===== src/rtl/ihex_loader.sv =====
// ihex_loader: Intel HEX record decoder for the boot path.
// Takes ASCII characters from the UART rx FIFO, checks each record, and
// turns data records into byte write commands. It also captures the entry
// point and reports end-of-file or the first error.
//
// state   | meaning
// --------+-----------------------------------------------------------
// IDLE    | waiting for ':', all other characters dropped
// LEN     | collecting 2-digit data length
// ADDR    | collecting 4-digit load offset (big-endian)
// TYPE    | collecting 2-digit record type
// DATA    | collecting 2*LEN data digits into the record buffer
// CSUM    | collecting 2-digit checksum
// CHECK   | one cycle: verify sum, dispatch on record type
// EMIT    | issuing one write per buffered byte
// DONE    | EOF accepted; input drained until reset
// ERR     | error latched; input drained until reset
module ihex_loader #(
  parameter int MAX_LEN = 16
) (
  input  logic        clk_i,
  input  logic        rst_i,
  input  logic [7:0]  in_data_i,
  input  logic        in_valid_i,
  output logic        in_ready_o,
  output logic [31:0] wr_addr_o,
  output logic [7:0]  wr_data_o,
  output logic        wr_valid_o,
  input  logic        wr_ready_i,
  output logic [31:0] entry_addr_o,
  output logic        entry_valid_o,
  output logic        done_o,
  output logic        err_o,
  output logic [2:0]  err_code_o
);

  // Buffer is never smaller than 4 so the fixed-index reads for type 04/05
  // stay in range; longer records are rejected by the length check anyway.
  localparam int BUF_D = (MAX_LEN < 4) ? 4 : MAX_LEN;
  localparam int IW    = (BUF_D > 1) ? $clog2(BUF_D) : 1;
  localparam logic [7:0] MAX_LEN_B = 8'(MAX_LEN);

  localparam logic [2:0] ERR_BAD_CHAR = 3'd1;
  localparam logic [2:0] ERR_LEN_OVF  = 3'd2;
  localparam logic [2:0] ERR_BAD_TYPE = 3'd3;
  localparam logic [2:0] ERR_CSUM     = 3'd4;

  typedef enum logic [3:0] {
    S_IDLE, S_LEN, S_ADDR, S_TYPE, S_DATA, S_CSUM, S_CHECK, S_EMIT, S_DONE, S_ERR
  } state_t;

  state_t      state;
  logic [3:0]  nib_hi;
  logic        have_nib;
  logic [7:0]  len;
  logic [15:0] addr;
  logic [7:0]  rtype;
  logic [7:0]  sum;
  logic [7:0]  idx;
  logic [15:0] ext_hi;
  logic [7:0]  rec_buf [BUF_D];

  logic        xfer;
  logic        is_hex;
  logic [3:0]  nib;
  logic [7:0]  byte_val;
  logic        buf_we;

  // Hex digit decode of the incoming character and byte assembly strobes.
  always_comb begin
    is_hex = 1'b0;
    nib    = 4'h0;
    if (in_data_i >= 8'h30 && in_data_i <= 8'h39) begin
      is_hex = 1'b1;
      nib    = in_data_i[3:0];
    end else if ((in_data_i >= 8'h41 && in_data_i <= 8'h46) ||
                 (in_data_i >= 8'h61 && in_data_i <= 8'h66)) begin
      is_hex = 1'b1;
      nib    = in_data_i[3:0] + 4'd9;
    end
    xfer     = in_valid_i & in_ready_o;
    byte_val = {nib_hi, nib};
    buf_we   = xfer & is_hex & have_nib & (state == S_DATA);
  end

  // Record buffer; contents are only meaningful after a full DATA field.
  always_ff @(posedge clk_i) begin
    if (buf_we) rec_buf[IW'(idx)] <= byte_val;
  end

  // Record parser, checker and write emitter.
  always_ff @(posedge clk_i or negedge rst_i) begin
    if (!rst_i) begin
      state         <= S_IDLE;
      nib_hi        <= 4'h0;
      have_nib      <= 1'b0;
      len           <= 8'h00;
      addr          <= 16'h0000;
      rtype         <= 8'h00;
      sum           <= 8'h00;
      idx           <= 8'h00;
      ext_hi        <= 16'h0000;
      in_ready_o    <= 1'b1;
      wr_addr_o     <= 32'h0;
      wr_data_o     <= 8'h00;
      wr_valid_o    <= 1'b0;
      entry_addr_o  <= 32'h0;
      entry_valid_o <= 1'b0;
      done_o        <= 1'b0;
      err_o         <= 1'b0;
      err_code_o    <= 3'd0;
    end else begin
      case (state)
        S_IDLE: begin
          if (xfer && in_data_i == 8'h3A) begin
            state    <= S_LEN;
            sum      <= 8'h00;
            idx      <= 8'h00;
            have_nib <= 1'b0;
          end
        end

        S_LEN, S_ADDR, S_TYPE, S_DATA, S_CSUM: begin
          if (xfer) begin
            if (!is_hex) begin
              state      <= S_ERR;
              err_o      <= 1'b1;
              err_code_o <= ERR_BAD_CHAR;
            end else if (!have_nib) begin
              nib_hi   <= nib;
              have_nib <= 1'b1;
            end else begin
              have_nib <= 1'b0;
              sum      <= sum + byte_val;
              case (state)
                S_LEN: begin
                  len <= byte_val;
                  if (byte_val > MAX_LEN_B) begin
                    state      <= S_ERR;
                    err_o      <= 1'b1;
                    err_code_o <= ERR_LEN_OVF;
                  end else begin
                    state <= S_ADDR;
                    idx   <= 8'h00;
                  end
                end
                S_ADDR: begin
                  addr <= {addr[7:0], byte_val};
                  if (idx[0]) begin
                    state <= S_TYPE;
                    idx   <= 8'h00;
                  end else begin
                    idx <= idx + 8'd1;
                  end
                end
                S_TYPE: begin
                  rtype <= byte_val;
                  state <= (len == 8'h00) ? S_CSUM : S_DATA;
                end
                S_DATA: begin
                  idx <= idx + 8'd1;
                  if (idx == len - 8'd1) state <= S_CSUM;
                end
                default: begin
                  // Final checksum byte: hold input off while the record is judged.
                  state      <= S_CHECK;
                  in_ready_o <= 1'b0;
                end
              endcase
            end
          end
        end

        S_CHECK: begin
          in_ready_o <= 1'b1;
          state      <= S_IDLE;
          if (sum != 8'h00) begin
            state      <= S_ERR;
            err_o      <= 1'b1;
            err_code_o <= ERR_CSUM;
          end else begin
            case (rtype)
              8'h00: begin
                if (len != 8'h00) begin
                  state      <= S_EMIT;
                  in_ready_o <= 1'b0;
                  wr_valid_o <= 1'b1;
                  wr_addr_o  <= {ext_hi, addr};
                  wr_data_o  <= rec_buf[0];
                  idx        <= 8'h00;
                end
              end
              8'h01: begin
                if (len == 8'h00) begin
                  state  <= S_DONE;
                  done_o <= 1'b1;
                end else begin
                  state      <= S_ERR;
                  err_o      <= 1'b1;
                  err_code_o <= ERR_BAD_TYPE;
                end
              end
              8'h04: begin
                if (len == 8'h02) begin
                  ext_hi <= {rec_buf[0], rec_buf[1]};
                end else begin
                  state      <= S_ERR;
                  err_o      <= 1'b1;
                  err_code_o <= ERR_BAD_TYPE;
                end
              end
              8'h05: begin
                if (len == 8'h04) begin
                  entry_addr_o  <= {rec_buf[0], rec_buf[1], rec_buf[2], rec_buf[3]};
                  entry_valid_o <= 1'b1;
                end else begin
                  state      <= S_ERR;
                  err_o      <= 1'b1;
                  err_code_o <= ERR_BAD_TYPE;
                end
              end
              default: begin
                state      <= S_ERR;
                err_o      <= 1'b1;
                err_code_o <= ERR_BAD_TYPE;
              end
            endcase
          end
        end

        S_EMIT: begin
          if (wr_ready_i) begin
            if (idx == len - 8'd1) begin
              wr_valid_o <= 1'b0;
              in_ready_o <= 1'b1;
              state      <= S_IDLE;
            end else begin
              idx              <= idx + 8'd1;
              // Low half wraps within the 64 KiB segment; ext_hi is untouched.
              wr_addr_o[15:0]  <= wr_addr_o[15:0] + 16'd1;
              wr_data_o        <= rec_buf[IW'(idx + 8'd1)];
            end
          end
        end

        default: begin
          // DONE and ERR keep draining input with in_ready_o high.
          in_ready_o <= 1'b1;
        end
      endcase
    end
  end

endmodule


===== config.mk =====
export PLATFORM = sky130hd
export DESIGN_NAME = ihex_loader
export DESIGN_NICKNAME = d
export VERILOG_FILES = /design/src/rtl/ihex_loader.sv
export SDC_FILE = /design/constraint.sdc
export NUM_CORES = 1
export LEC_CHECK = 0
export ABC_AREA = 1
export CAP_MARGIN = 20
export CELL_PAD_IN_SITES_DETAIL_PLACEMENT = 2
export CELL_PAD_IN_SITES_GLOBAL_PLACEMENT = 2
export CORE_MARGIN = 4
export CORE_UTILIZATION = 35
export CTS_BUF_LIST = sky130_fd_sc_hd__clkbuf_4
export CTS_CLUSTER_SIZE = 28
export DETAILED_ROUTE_END_ITERATION = 8
export GPL_TIMING_DRIVEN = 0
export PLACE_DENSITY_LB_ADDON = 0.3
export SLEW_MARGIN = 20
export SYNTH_ARGS = -nofsm -noshare
export SYNTH_HDL_FRONTEND = slang
export SYNTH_SLANG_ARGS = --single-unit

===== constraint.sdc =====
create_clock -name clk_i -period 2.3 [get_ports clk_i]
set_input_delay 0.23 -clock clk_i [delete_from_list [all_inputs] [get_ports clk_i]]
set_output_delay 0.23 -clock clk_i [all_outputs]
set_load 0.05 [all_outputs]

==> flow_summary.yaml <==
critical_path:
  timing_worst_setup_path_type: "reg -> reg"
  crit_path_start_kind: "flip-flop"
  max_stage_delay_ns: 0.54
  worst-r2r-cell-count: 13
  required_ns: 2.96
  critical_path_cell_by_cell: "inv_1, ha_4, inv_8, clkbuf_16, a21oi_1, o21ai_1, nand3_1, o21ai_1, nand2_1, nand3_1, o21ai_1, nand2_1, nand2_1"
  cp.arrival_ns: 3.15
  crit_slowest_cell: "dfrtp_1"
  worst_setup_path_end_kind: "flip-flop"
  worst-r2r-setup-slack_ns: -0.19
  critical_path_peak_fanout: 6
clock_tree:
  clock_path_buffers: 3
  cts.clk_slew.worst_paths_ns: 0.09
  cts_tree: "yes"
  number_of_buffers_created_by_cts: 78
  clock_tree.htree_level_count: 3
  cts.root.buffer_cell: "clkbuf_4"
  clock_latency_ns: 0.76
  numClockSinks: 281
layout:
  fin_area_um2: 17100
  final.fill_count: 3791
  final_layout_size_suffix_gt1_frac: 0.274
  final_nets: 1587
  area_added_between_synthesis_and_finish_pct: 32.5
  post_layout_nonfiller_instances: 2086
yosys:
  synth_seq_area_share: 0.595
  synth_async_sr_flop_share: 0.544
  yosys.area_share.simple: 0.184
  synth.mux.area_fraction: 0.0261
  synth_edf_count: 128
  synth_adder_area_share: 0.0190
  netlist_area_before_placement_um2: 12900
  synth_warnings: 0
  yosys.area.top_type: "edfxtp_1"
  synthCells: 1329
  post_synth_most_frequent_cells: "nand2_1 (290), o21ai_0 (170), dfrtp_1 (152), edfxtp_1 (128), nor2_1 (125)"
  postSynthRegisterBits: 281
  dominantRegCellSynth: "dfrtp_1"
  yosys-top-cells-area: "edfxtp_1 (30%), dfrtp_1 (29%), nand2_1 (8.4%)"
  synth.avg_cell_area_um2: 9.71
  synth_compound_gate_area_share: 0.111
  synth_top_area_frac: 0.298
  main_combinational_cell_family_by_area_after_synthesis: "simple AND/OR/NAND/NOR gates"
  synth_cell_type_count: 52
  syn-num-nets: 1360
  share_of_the_synthesized_netlist_area_taken_by_xor_and_xnor_gates: 0.0163
  synthMostInstantiatedCell: "nand2_1"
outcome:
  violations: "setup timing"
  result_of_the_run: "finished with violations"
power_and_ir_drop:
  seq_power_share: 0.509
  static-leakage-power_nw: 6.90
  power_report.internal_total_mw: 7.62
  design_power_total_mw: 10.3
  power.switching_mw: 2.64
  power.combinational.fraction: 0.020
  power.clock.fraction: 0.470
  switching_power_as_a_share_of_total_power: 0.257
  max-vdd-ir-drop_v: 0.000253
  power.density_nw_per_um2: 600
floorplanning:
  rows: 70
  start_util: 0.353
  core_area_um2: 36500
  die_area_um2: 40000
  dieWidth_um: 200
  ioPinCount: 92
  die_height_um: 200
route:
  avgRoutedWirePerCell_um: 26.8
  drt_iter0_markers: 977
  number_of_iterations_in_the_first_detailed_routing_pass: 5
  post-route-drc-count: 0
  routed_via_density: 5.52
  detailroute.via_count: 11500
  postRouteAntennaNets: 0
  routed_wl_um: 55900
timing:
  rsz0062_at_grt: "yes"
  setup_tns_ns: -0.771
  worst_slack_ns: -0.190
  slew_headroom: 0.379
  final-setup-viol-count: 12
  finClkSkew_ns: 0.0540
  share_of_the_clock_period_used_by_the_worst_path_after_layout: 1.08
  finalCriticalPeriod_ns: 2.49
  holdWs_ns: 0.450
  tightestPinTransition_ns: 0.931
  drv_slew: 0
  hold_viol: 0
  fmax_mhz: 402
place:
  dp_hpwl_um: 31300
  finalWeightedCongestion: 0.818
  detailed_place.area_um2: 14500
  io_buffers: 91
  dpl.cell_count: 1889
min_path:
  min_path_type: "in -> reg"
  worstHoldPathCells: 5
flow_run:
  max-cap-violations: 0
global_route:
  grt_max_degree: 93
  antenna_found_initial: 1
  grt.overflow.total: 0
  groute.usage.overall: 0.251
  first_global_vias: 12500
  global_route_wire_length_before_repair_um: 76500
sequential cells by signal, summed over array words and instances (netlist names):
name and count:
nib_hi 4, addr 16, entry_addr_o 32, ext_hi 16, len 8, err_o 1
done_o 1, rtype 8, entry_valid_o 1, err_code_o 3, sum 8, wr_data_o 8
state 4, idx 8, in_ready_o 1, wr_valid_o 1, wr_addr_o 32, have_nib 1
rec_buf 128
kinds of logic (layout without fill, tap and decap cells):
logic type                 Yosys count  in the layout
DFF                                281            281
AOI/OAI and AO/OA                  268            270
xor gates and xnor gates            24             24
and+or+nand+nor                    549            551
other                                0              1
buffers and inverters              158            442
adders and majority gates           19             19
muxes                               30             30
cell usage in the layout, fill, tap and decap left out, drive strengths merged, types with 2 or more instances in the layout:
master and count:
o22ai 19, clkdlybuf4s50 80, xnor2 8, edfxtp 128, dlygate4sd3 2, xor2 16
nor2 141, nor4 3, clkinv 22, o31ai 2, clkinvlp 2, clkbuf 142
buf 74, nor3 15, nand2 300, inv 109, a21oi 33, nand3b 3
nand4 8, dlygate4sd2 9, o221ai 8, dfrtp 152, nand3 73, mux2 29
o21ai 200, ha 18, a21boi 2, or2 6
metrics by stage:
stage,util,setup WS (ns)
after floorplan,-,-0.0928
after global placement,0.396,-5.60
after detailed placement,0.397,-1.48
after CTS,0.453,-0.106
after global routing,0.468,-0.277
final,0.468,-0.190
worst paths after layout:
| check | from | endpoint |
|---|---|---|
| setup / recovery | idx[1] | wr_data_o[7] |
| hold / removal | in_valid_i | nib_hi[3] |
| setup reg to reg | idx[1] | wr_data_o[7] |
| hold reg to reg | ext_hi[3] | wr_addr_o[19] |
| max in group asynchronous | rst_i | entry_addr_o[6] |
| min in group asynchronous | rst_i | entry_addr_o[19] |
cell type report:
| type | instances | area (µm²) | share of cell area |
|---|---|---|---|
| inverter | 109 | 437 | 0.0255 |
| timing repair buffer | 146 | 1550 | 0.0906 |
| buffer | 46 | 423 | 0.0247 |
| antenna | 1 | 2.50 | 0.000146 |
| multi-input combinational | 894 | 5440 | 0.318 |
| clock buffer | 117 | 878 | 0.0513 |
| sequential | 281 | 7680 | 0.449 |
| tap | 468 | 586 | 0.0342 |
| clock inverter | 24 | 108 | 0.00629 |
critical path: cells and delay by family (launching register included):
kind	cells	cell delay, ns
compound gates	4	0.57
fa+ha+maj	1	0.43
buf+inv	3	0.41
flops	1	0.54
simple gates	5	0.43
power by group through the flow:
stage / Clock (mW) / Sequential (mW) / Combinational (mW)
final: 4.82 / 5.23 / 0.210
after global routing: 5.24 / 5.22 / 0.231
after CTS: 4.73 / 5.23 / 0.208
after detailed placement: 0 / 5.33 / 0.177
after global placement: 0 / 5.33 / 0.163
after floorplan: 0 / 5.33 / 0.0567
routing by layer:
metal  wire, µm  global-route usage  part of all wire
met1      22700               0.311              0.41
met2      27600               0.439              0.49
met3       3060              0.0460             0.055
met4       2520              0.0938             0.045
met5          0                   0                 0
repair_timing:
action	4_1_cts	5_1_grt
pin swaps	56	54
endpoints found under the setup margin	229	254
buffers inserted	26	22
cloned	8	0
hold buffers	3	0
resized for setup	225	135
hold endpoints to repair	152	0
No activity file was read; power rests on OpenSTA's default activity.
